--- src/rtl/led_fade_driver.sv ---
// rtl/led_fade_driver.sv - PWM crossfade LED output stage with valid/ready pattern input
module led_fade_driver #(
  parameter int unsigned PWM_BITS   = 8,
  parameter logic [31:0] STEP_CYC   = 32'd195_312,
  parameter bit          ACTIVE_LOW = 1'b1
) (
  input  logic        clk,
  input  logic        rst_n,
  input  logic [15:0] pat_in,
  input  logic        pat_vld,
  output logic        pat_rdy,
  input  logic        fade_skip,
  output logic        fade_busy,
  output logic [15:0] cur_pat,
  output logic [15:0] led
);

  localparam logic [1:0] S_IDLE = 2'd0;
  localparam logic [1:0] S_FADE = 2'd1;
  localparam logic [1:0] S_DONE = 2'd2;

  localparam logic [PWM_BITS-1:0] DUTY_MAX = '1;
  localparam logic [PWM_BITS-1:0] PWM_ONE  = PWM_BITS'(1);
  localparam logic [31:0]         STEP_LAST = STEP_CYC - 32'd1;
  localparam logic [15:0]         LED_OFF  = ACTIVE_LOW ? 16'hFFFF : 16'h0000;

  logic [1:0]          r_state;
  logic [15:0]         r_cur_pat;
  logic [15:0]         r_nxt_pat;
  logic [PWM_BITS-1:0] r_duty;
  logic [PWM_BITS-1:0] r_pwm_cnt;
  logic [31:0]         r_step_cnt;
  logic [15:0]         r_led;

  logic [1:0]  w_state_nxt;
  logic        w_rdy;
  logic        w_busy;
  logic        w_xfer;
  logic        w_new_pat;
  logic        w_step_end;
  logic [15:0] w_composite;

  assign pat_rdy    = w_rdy & rst_n;
  assign w_xfer     = pat_vld & pat_rdy;
  assign w_new_pat  = w_xfer && (pat_in != r_cur_pat);
  assign w_step_end = (r_step_cnt == STEP_LAST);
  assign fade_busy  = w_busy;
  assign cur_pat    = r_cur_pat;
  assign led        = r_led;

  always_ff @(posedge clk) begin
    if (!rst_n) begin
      r_state <= S_IDLE;
    end else begin
      r_state <= w_state_nxt;
    end
  end

  // Skip outranks the step logic, so a skip on the terminal step still lands in DONE.
  always_comb begin
    w_state_nxt = S_IDLE;
    case (r_state)
      S_IDLE: w_state_nxt = w_new_pat ? S_FADE : S_IDLE;
      S_FADE: begin
        if (fade_skip || (w_step_end && (r_duty == DUTY_MAX))) begin
          w_state_nxt = S_DONE;
        end else begin
          w_state_nxt = S_FADE;
        end
      end
      S_DONE:  w_state_nxt = S_IDLE;
      default: w_state_nxt = S_IDLE;
    endcase
  end

  always_comb begin
    w_rdy       = 1'b0;
    w_busy      = 1'b0;
    w_composite = r_cur_pat;
    case (r_state)
      S_IDLE: w_rdy = 1'b1;
      S_FADE: begin
        w_busy      = 1'b1;
        w_composite = (r_pwm_cnt < r_duty) ? r_nxt_pat : r_cur_pat;
      end
      S_DONE: begin
        w_busy      = 1'b1;
        w_composite = r_nxt_pat;
      end
      default: w_composite = r_cur_pat;
    endcase
  end

  always_ff @(posedge clk) begin
    if (!rst_n) begin
      r_cur_pat  <= '0;
      r_nxt_pat  <= '0;
      r_duty     <= '0;
      r_step_cnt <= '0;
      r_pwm_cnt  <= '0;
      r_led      <= LED_OFF;
    end else begin
      r_pwm_cnt <= r_pwm_cnt + PWM_ONE;
      r_led     <= ACTIVE_LOW ? ~w_composite : w_composite;
      case (r_state)
        S_IDLE: begin
          if (w_new_pat) begin
            r_nxt_pat  <= pat_in;
            r_duty     <= '0;
            r_step_cnt <= '0;
          end
        end
        S_FADE: begin
          if (!fade_skip) begin
            if (w_step_end) begin
              r_step_cnt <= '0;
              if (r_duty != DUTY_MAX) begin
                r_duty <= r_duty + PWM_ONE;
              end
            end else begin
              r_step_cnt <= r_step_cnt + 32'd1;
            end
          end
        end
        S_DONE: begin
          r_cur_pat <= r_nxt_pat;
          r_duty    <= '0;
        end
        default: ;
      endcase
    end
  end

endmodule

--- config.mk ---
export PLATFORM = sky130hd
export DESIGN_NAME = led_fade_driver
export DESIGN_NICKNAME = d
export VERILOG_FILES = /design/src/rtl/led_fade_driver.sv
export SDC_FILE = /design/constraint.sdc
export NUM_CORES = 1
export LEC_CHECK = 0
export ABC_CLOCK_PERIOD_IN_PS = 5400
export CORE_MARGIN = 3
export CORE_UTILIZATION = 50
export CTS_CLUSTER_DIAMETER = 30
export DETAILED_ROUTE_END_ITERATION = 8
export GPL_TIMING_DRIVEN = 0
export HOLD_SLACK_MARGIN = 0.05
export MAX_ROUTING_LAYER = met4
export PLACE_DENSITY = 0.76
export SYNTH_ARGS = -nofsm -noshare
export SYNTH_HDL_FRONTEND = slang
export SYNTH_SLANG_ARGS = --single-unit
--- constraint.sdc ---
create_clock -name clk -period 5.4 [get_ports clk]
set_clock_uncertainty 0.15 [all_clocks]
set_input_delay 0.81 -clock clk [delete_from_list [all_inputs] [get_ports clk]]
set_output_delay 0.81 -clock clk [all_outputs]
set_load 0.1 [all_outputs]
==> flow_metrics.env, run 1 <==
export IMPL_final_cells=653
export IMPL_portBuffers=53
export IMPL_yosys_top_cells_area="dfxtp_1 (45%), xnor2_1 (7.6%), mux2i_1 (7.3%)"
export IMPL_holdWs_ns=0.318
export IMPL_pre_cts_slack_ns=1.66
export IMPL_avgRoutedWirePerCell_um=15.2
export IMPL_placed_area_um2=5050
export IMPL_outcome="completed"
export IMPL_yosys_area_top_type="dfxtp_1"
export IMPL_seq_area_um2=1960
export IMPL_initial_core_util_pct=52.3
export IMPL_synth_distinct_cells=46
export IMPL_cp_max_fo=10
export IMPL_cts_max_path_buffers=2
export IMPL_viasPerCell=5.56
export IMPL_overflow=0
export IMPL_rows=33
export IMPL_post_cts_buffers=0
export IMPL_cp_startpoint="rst_n"
export IMPL_n_fill_cell=694
export IMPL_fin_area_um2=5260
export IMPL_drtIter0Drc=200
export IMPL_required_ns=4.44
export IMPL_cp_endpoint="pat_rdy"
export IMPL_cts_tree="built"
export IMPL_synthCells=479
export IMPL_top_level_ports=54
export IMPL_cts_resized=0
export IMPL_min_path_type="reg2reg"
export IMPL_place_congestion=0.855
export IMPL_area_delta_synth_final_pct=19.8
export IMPL_worstPathArrival_ns=2.78
export IMPL_grt_max_degree=19
export IMPL_yosysSeqAreaShare_pct=44.7
export IMPL_period_needed_ns=3.74
export IMPL_clock_sinks=98
export IMPL_grt_antenna_before_repair=0
export IMPL_cts_clk_slew_worst_paths_ns=0.11
export IMPL_fmax_ghz=0.267
export IMPL_avgSynthCellArea_um2=9.16
export IMPL_cts_buffers=9
export IMPL_n_antenna_cell=0
export IMPL_htree_levels=3
export IMPL_synth_top_cell_area_share_pct=44.7
export IMPL_hold_viol=0
export IMPL_synth_warnings=0
export IMPL_synthesis_area_um2=4390
export IMPL_tightestPinTransition_ns=1.01
export IMPL_setup_tns_ns=0
export IMPL_vdd_drop_max_mv=0.177
export IMPL_fin_crit_sh_pct=69.3
export IMPL_critPathCaptureType="primary output"
export IMPL_hold_buffers=0
export IMPL_clockRootBuffer="clkbuf_8"
export IMPL_die_height_um=99.7
export IMPL_grt_pass1_wl_um=16800
export IMPL_firstDrtPassIters=5
export IMPL_crit_type="in2out"
export IMPL_coreArea_um2=8380
export IMPL_finalMaxSlewViolations=0
export IMPL_power_leakage_nw=1.75
export IMPL_setup_viol=0
export IMPL_die_area_um2=9930
export IMPL_fin_ws_ns=1.66
export IMPL_r2r_slack_ns=2.31
export IMPL_synth_seq_cells=98
export IMPL_worst_skew_pair_late_latency_ns=0.36
export IMPL_max_slew_margin_pct=32.1
export IMPL_crit_path_start_kind="input pin"
export IMPL_r2r_start="r_duty[1]"
export IMPL_postRouteAntennaNets=0
export IMPL_dp_cells=637
export IMPL_route_detailed_drc=0
export IMPL_routed_wl_um=9940
export IMPL_power_density_nw_per_um2=257
export IMPL_reg2reg_to="led[10]"
export IMPL_ff2ff_path_depth=9
export IMPL_syn_nets=513
export IMPL_dpl_hpwl_um=7200
export IMPL_first_global_vias=3513
export IMPL_nets=577
export IMPL_maxCapViolations=0
export IMPL_vias=3632
export IMPL_die_w_um=99.7
export IMPL_grt_total_usage_pct=21.3
export IMPL_multi_input_area_um2=2270
export IMPL_post_route_cells_drive_above_1_share_pct=4.20
export IMPL_rsz0062_at_grt="no"
-- metrics by stage --
stage	power (mW)	utilization, %
finish	1.35	62.7
global route	1.40	62.7
CTS	1.36	62.7
detailed placement	0.871	60.2
global placement	0.868	60.2
floorplan	0.830	-
-- state kept, by name, summed over array words and instances (netlist names) --
name and cells:
r_state 2, r_step_cnt 32, r_duty 8, led 16
r_nxt_pat 16, cur_pat 16, r_pwm_cnt 8
-- layout by cell type, fill, tap and decap left out, drive strengths merged, types with 11 or more instances in the layout --
| cell type | count |
|---|---|
| clkdlybuf4s50 | 53 |
| ha | 14 |
| dfxtp | 98 |
| nor2 | 72 |
| inv | 19 |
| a21oi | 11 |
| nand2 | 22 |
| nand3 | 19 |
| o21ai | 17 |
| nor3 | 14 |
| mux2i | 32 |
| xnor2 | 38 |
| a22oi | 16 |
| clkbuf | 27 |
-- cell type report --
cell class	count	area share, %
multi-input cells	345	43.3
flip-flops and latches	98	37.3
repair buffers	53	10.1
well taps	105	2.50
clock buffers	9	2.36
plain buffers	20	1.71
clock inverters	7	1.59
inverters	16	1.14
-- how the worst min path moves through the flow --
stage / from / to / slack, ns / cells after the start
after floorplan: r_pwm_cnt[0] / r_pwm_cnt[0] / 0.27 / 1
after global placement: r_nxt_pat[12] / led[12] / 0.30 / 1
after detailed placement: r_nxt_pat[12] / led[12] / 0.30 / 1
after CTS: r_nxt_pat[15] / led[15] / 0.32 / 1
after global routing: r_nxt_pat[14] / led[14] / 0.34 / 1
final: r_nxt_pat[15] / led[15] / 0.32 / 1
-- critical path, stage by stage --
cell and delay, ns:
clkdlybuf4s50_1 0.49, clkbuf_8 0.17, and2_1 0.14, clkdlybuf4s50_1 1.16
-- power by group --
part	internal [mW]	total [mW]	switching, mW
Sequential	0.732	0.741	0.00856
Combinational	0.0450	0.114	0.0688
Clock	0.222	0.494	0.272
-- cells in the mapped netlist (all sizes together) --
master   instances
o2111ai          3
a22o             1
a31oi            3
a41oi            1
ha              14
a21boi           2
a21o             3
o22ai            1
nand2           22
xnor2           38
nor3            14
nand3           19
o31ai            2
inv             16
dfxtp           98
nand4            9
and3            10
nor3b            4
mux2i           32
nand2b           2
xor2             9
nor2b            6
and4             3
o21a             3
and2             4
a211o            1
nor4b            3
buf              2
o211ai           1
nor4             7
clkbuf          18
or4              2
o31a             2
nor2            72
a21oi           11
or3              7
o21ai           17
a22oi           16
and4bb           1
-- routing by layer --
layer / vias up / track usage (%) / part of all wire [%]
met1: 1739 / 27.1 / 46
li1: 1807 / - / -
met5: - / - / 0
met2: 78 / 34.5 / 49
met4: 0 / 5.36 / 0.96
met3: 8 / 4.42 / 4.5
-- cell families (layout without fill, tap and decap cells) --
logic type,Yosys count,count (layout),share of synthesized area [%]
xor gates and xnor gates,47,47,9.38
AOI/OAI and AO/OA,67,67,9.98
muxes,32,32,7.30
buffers and inverters,36,105,3.42
and+or+nand+nor,185,185,21.2
DFF,98,98,44.7
adders and majority gates,14,14,3.99
No activity file was read; power rests on OpenSTA's default activity.
==> inputs of run 2 (changes only) <==
--- a/config.mk
+++ b/config.mk
@@ -5,7 +5,7 @@
 export SDC_FILE = /design/constraint.sdc
 export NUM_CORES = 1
 export LEC_CHECK = 0
-export ABC_CLOCK_PERIOD_IN_PS = 5400
+export ABC_CLOCK_PERIOD_IN_PS = 3400
 export CORE_MARGIN = 3
 export CORE_UTILIZATION = 50
 export CTS_CLUSTER_DIAMETER = 30
@@ -13,7 +13,7 @@
 export GPL_TIMING_DRIVEN = 0
 export HOLD_SLACK_MARGIN = 0.05
 export MAX_ROUTING_LAYER = met4
-export PLACE_DENSITY = 0.76
+export PLACE_DENSITY = 0.79
 export SYNTH_ARGS = -nofsm -noshare
 export SYNTH_HDL_FRONTEND = slang
 export SYNTH_SLANG_ARGS = --single-unit
==> constraint.sdc (replaced) <==
create_clock -name clk -period 3.4 [get_ports clk]
set_clock_uncertainty 0.15 [all_clocks]
set_input_delay 0.51 -clock clk [delete_from_list [all_inputs] [get_ports clk]]
set_output_delay 0.51 -clock clk [all_outputs]
set_load 0.1 [all_outputs]
==> run 2 against run 1 <==
  * Combinational power grew 57%
  * Final cell count is the same
  * Setup slack lost 1.4 ns
  * Sequential share of layout area grew 0.098 points
  * Critical path type is now in2reg
==> flow_metrics.env, run 2 (synthesis results as in run 1) <==
export IMPL_clockRootBuffer="clkbuf_8"
export IMPL_nets=577
export IMPL_setup_viol=0
export IMPL_fin_area_um2=5240
export IMPL_post_route_cells_drive_above_1_share_pct=4.20
export IMPL_required_ns=3.51
export IMPL_n_fill_cell=687
export IMPL_rows=33
export IMPL_crit_family="simple AND/OR/NAND/NOR gates"
export IMPL_place_congestion=0.805
export IMPL_coreArea_um2=8380
export IMPL_power_leakage_nw=1.75
export IMPL_cts_tree="built"
export IMPL_crit_path_start_kind="input pin"
export IMPL_critPathCaptureType="flop"
export IMPL_avgRoutedWirePerCell_um=15.1
export IMPL_drtIter0Drc=232
export IMPL_cp_slowest_cell="nor4_1"
export IMPL_largest_reg_flops=32
export IMPL_tightestPinTransition_ns=1.03
export IMPL_grt_total_usage_pct=21.2
export IMPL_grt_max_degree=20
export IMPL_power_density_nw_per_um2=400
export IMPL_area_delta_synth_final_pct=19.5
export IMPL_placed_area_um2=5050
export IMPL_vias=3605
export IMPL_postRouteAntennaNets=0
export IMPL_cp_max_fo=10
export IMPL_htree_levels=3
export IMPL_final_common_cell="dfxtp_1"
export IMPL_max_slew_margin_pct=31.3
export IMPL_cts_max_path_buffers=2
export IMPL_fmax_ghz=0.315
export IMPL_n_antenna_cell=0
export IMPL_cts_buffers=9
export IMPL_vdd_drop_max_mv=0.345
export IMPL_portBuffers=53
export IMPL_fin_crit_sh_pct=93.3
export IMPL_viasPerCell=5.52
export IMPL_largest_register="r_step_cnt"
export IMPL_hold_buffers=0
export IMPL_routed_wl_um=9850
export IMPL_post_cts_buffers=0
export IMPL_worst_skew_pair_late_latency_ns=0.39
export IMPL_die_w_um=99.7
export IMPL_cts_resized=0
export IMPL_finish_utilization_pct=62.5
export IMPL_maxCapViolations=0
export IMPL_outcome="completed"
export IMPL_grt_pass1_wl_um=16600
export IMPL_crit_type="in2reg"
export IMPL_min_path_type="reg2reg"
export IMPL_hold_viol=0
export IMPL_top_level_ports=54
export IMPL_cp_cell_sequence="clkdlybuf4s50_1, xnor2_1, nand4_1, nor4_1, o21a_1, clkbuf_1, nor3_1, xnor2_1, nor2_1"
export IMPL_slowest_delay_ns=0.76
export IMPL_finalMaxSlewViolations=0
export IMPL_mostFrequentLayoutCells="dfxtp_1 (98), nor2_1 (72), clkdlybuf4s50_1 (53), xnor2_1 (38), mux2i_1 (32)"
export IMPL_die_height_um=99.7
export IMPL_worstPathArrival_ns=3.29
export IMPL_clock_sinks=98
export IMPL_rsz0062_at_grt="no"
export IMPL_dpl_hpwl_um=7170
export IMPL_initial_core_util_pct=52.3
export IMPL_overflow=0
export IMPL_cts_clk_slew_worst_paths_ns=0.11
export IMPL_crit_top_cell="xnor2_1"
export IMPL_firstDrtPassIters=5
export IMPL_grt_antenna_before_repair=0
export IMPL_crit_buf_inv=2
export IMPL_first_global_vias=3565
export IMPL_r2r_slack_ns=0.37
export IMPL_period_needed_ns=3.17
export IMPL_die_area_um2=9930
export IMPL_route_detailed_drc=0
## run 2: cell types whose count changed in the layout (fill, tap and decap cells not counted)
| cell | before | now |
|---|---|---|
| bufinv_16 | 1 | 0 |
| inv_6 | 2 | 4 |
| clkinv_8 | 0 | 1 |
| clkinv_4 | 2 | 0 |
## run 2: metrics by stage
stage / instances / hold slack, ns / setup slack [ns] / setup TNS [ns] / total power, mW
CTS: 653 / 0.308 / 0.242 / 0 / 2.11
detailed placement: 637 / 0.307 / -0.148 / -1.43 / 1.38
global placement: 637 / 0.299 / -0.0395 / -0.274 / 1.38
global route: 653 / 0.342 / 0.0452 / 0 / 2.17
floorplan: 479 / 0.271 / 0.488 / 0 / 1.32
finish: 653 / 0.316 / 0.228 / 0 / 2.10
## run 2: where the power goes
part	switching (mW)	leakage [nW]	total, mW	internal, mW
Combinational	0.108	0.858	0.179	0.0714
Clock	0.455	0.0959	0.742	0.288
Sequential	0.0140	0.793	1.18	1.16
Total	0.577	1.75	2.10	1.52
## run 2: final cells by class
type	instances	area, um2	area share (%)
buffer	20	90.1	1.72
clock buffer	9	124	2.36
clock inverter	7	70.1	1.34
inverter	16	60.1	1.15
multi-input combinational	345	2270	43.4
sequential	98	1960	37.4
tap	105	131	2.51
timing repair buffer	53	531	10.1
## run 2: worst register-to-register path, delay by kind of cell, from the launching register on
kind / cells / cell delay [ns]
AOI/OAI and AO/OA: 6 / 1.51
adders and majority gates: 1 / 0.29
buffers and inverters: 2 / 0.54
DFF: 1 / 0.39
## run 2: final timing paths
check | cells past startpoint | start | end
worst min-delay path | 1 | r_nxt_pat[1] | led[1]
worst min register to register | 1 | r_nxt_pat[1] | led[1]
worst max-delay path | 9 | pat_in[0] | r_step_cnt[20]
worst max register to register | 9 | r_duty[1] | led[8]
## run 2: per-layer routing
layer  track usage, %  up-vias  share of wire (%)
li1                 -     1800                  -
met1             26.3     1702                 46
met2             32.9       87                 47
met3             6.31       16                5.7
met4             7.35        0                1.3
met5                -        -                  0
==> inputs of run 3 (changes only) <==
--- a/config.mk
+++ b/config.mk
@@ -11,7 +11,7 @@
 export CTS_CLUSTER_DIAMETER = 30
 export DETAILED_ROUTE_END_ITERATION = 8
 export GPL_TIMING_DRIVEN = 0
-export HOLD_SLACK_MARGIN = 0.05
+export HOLD_SLACK_MARGIN = 0.02
 export MAX_ROUTING_LAYER = met4
 export PLACE_DENSITY = 0.79
 export SYNTH_ARGS = -nofsm -noshare
==> results of run 3 <==
No change in the layout: final DEF, timing and power equal those of run 2.
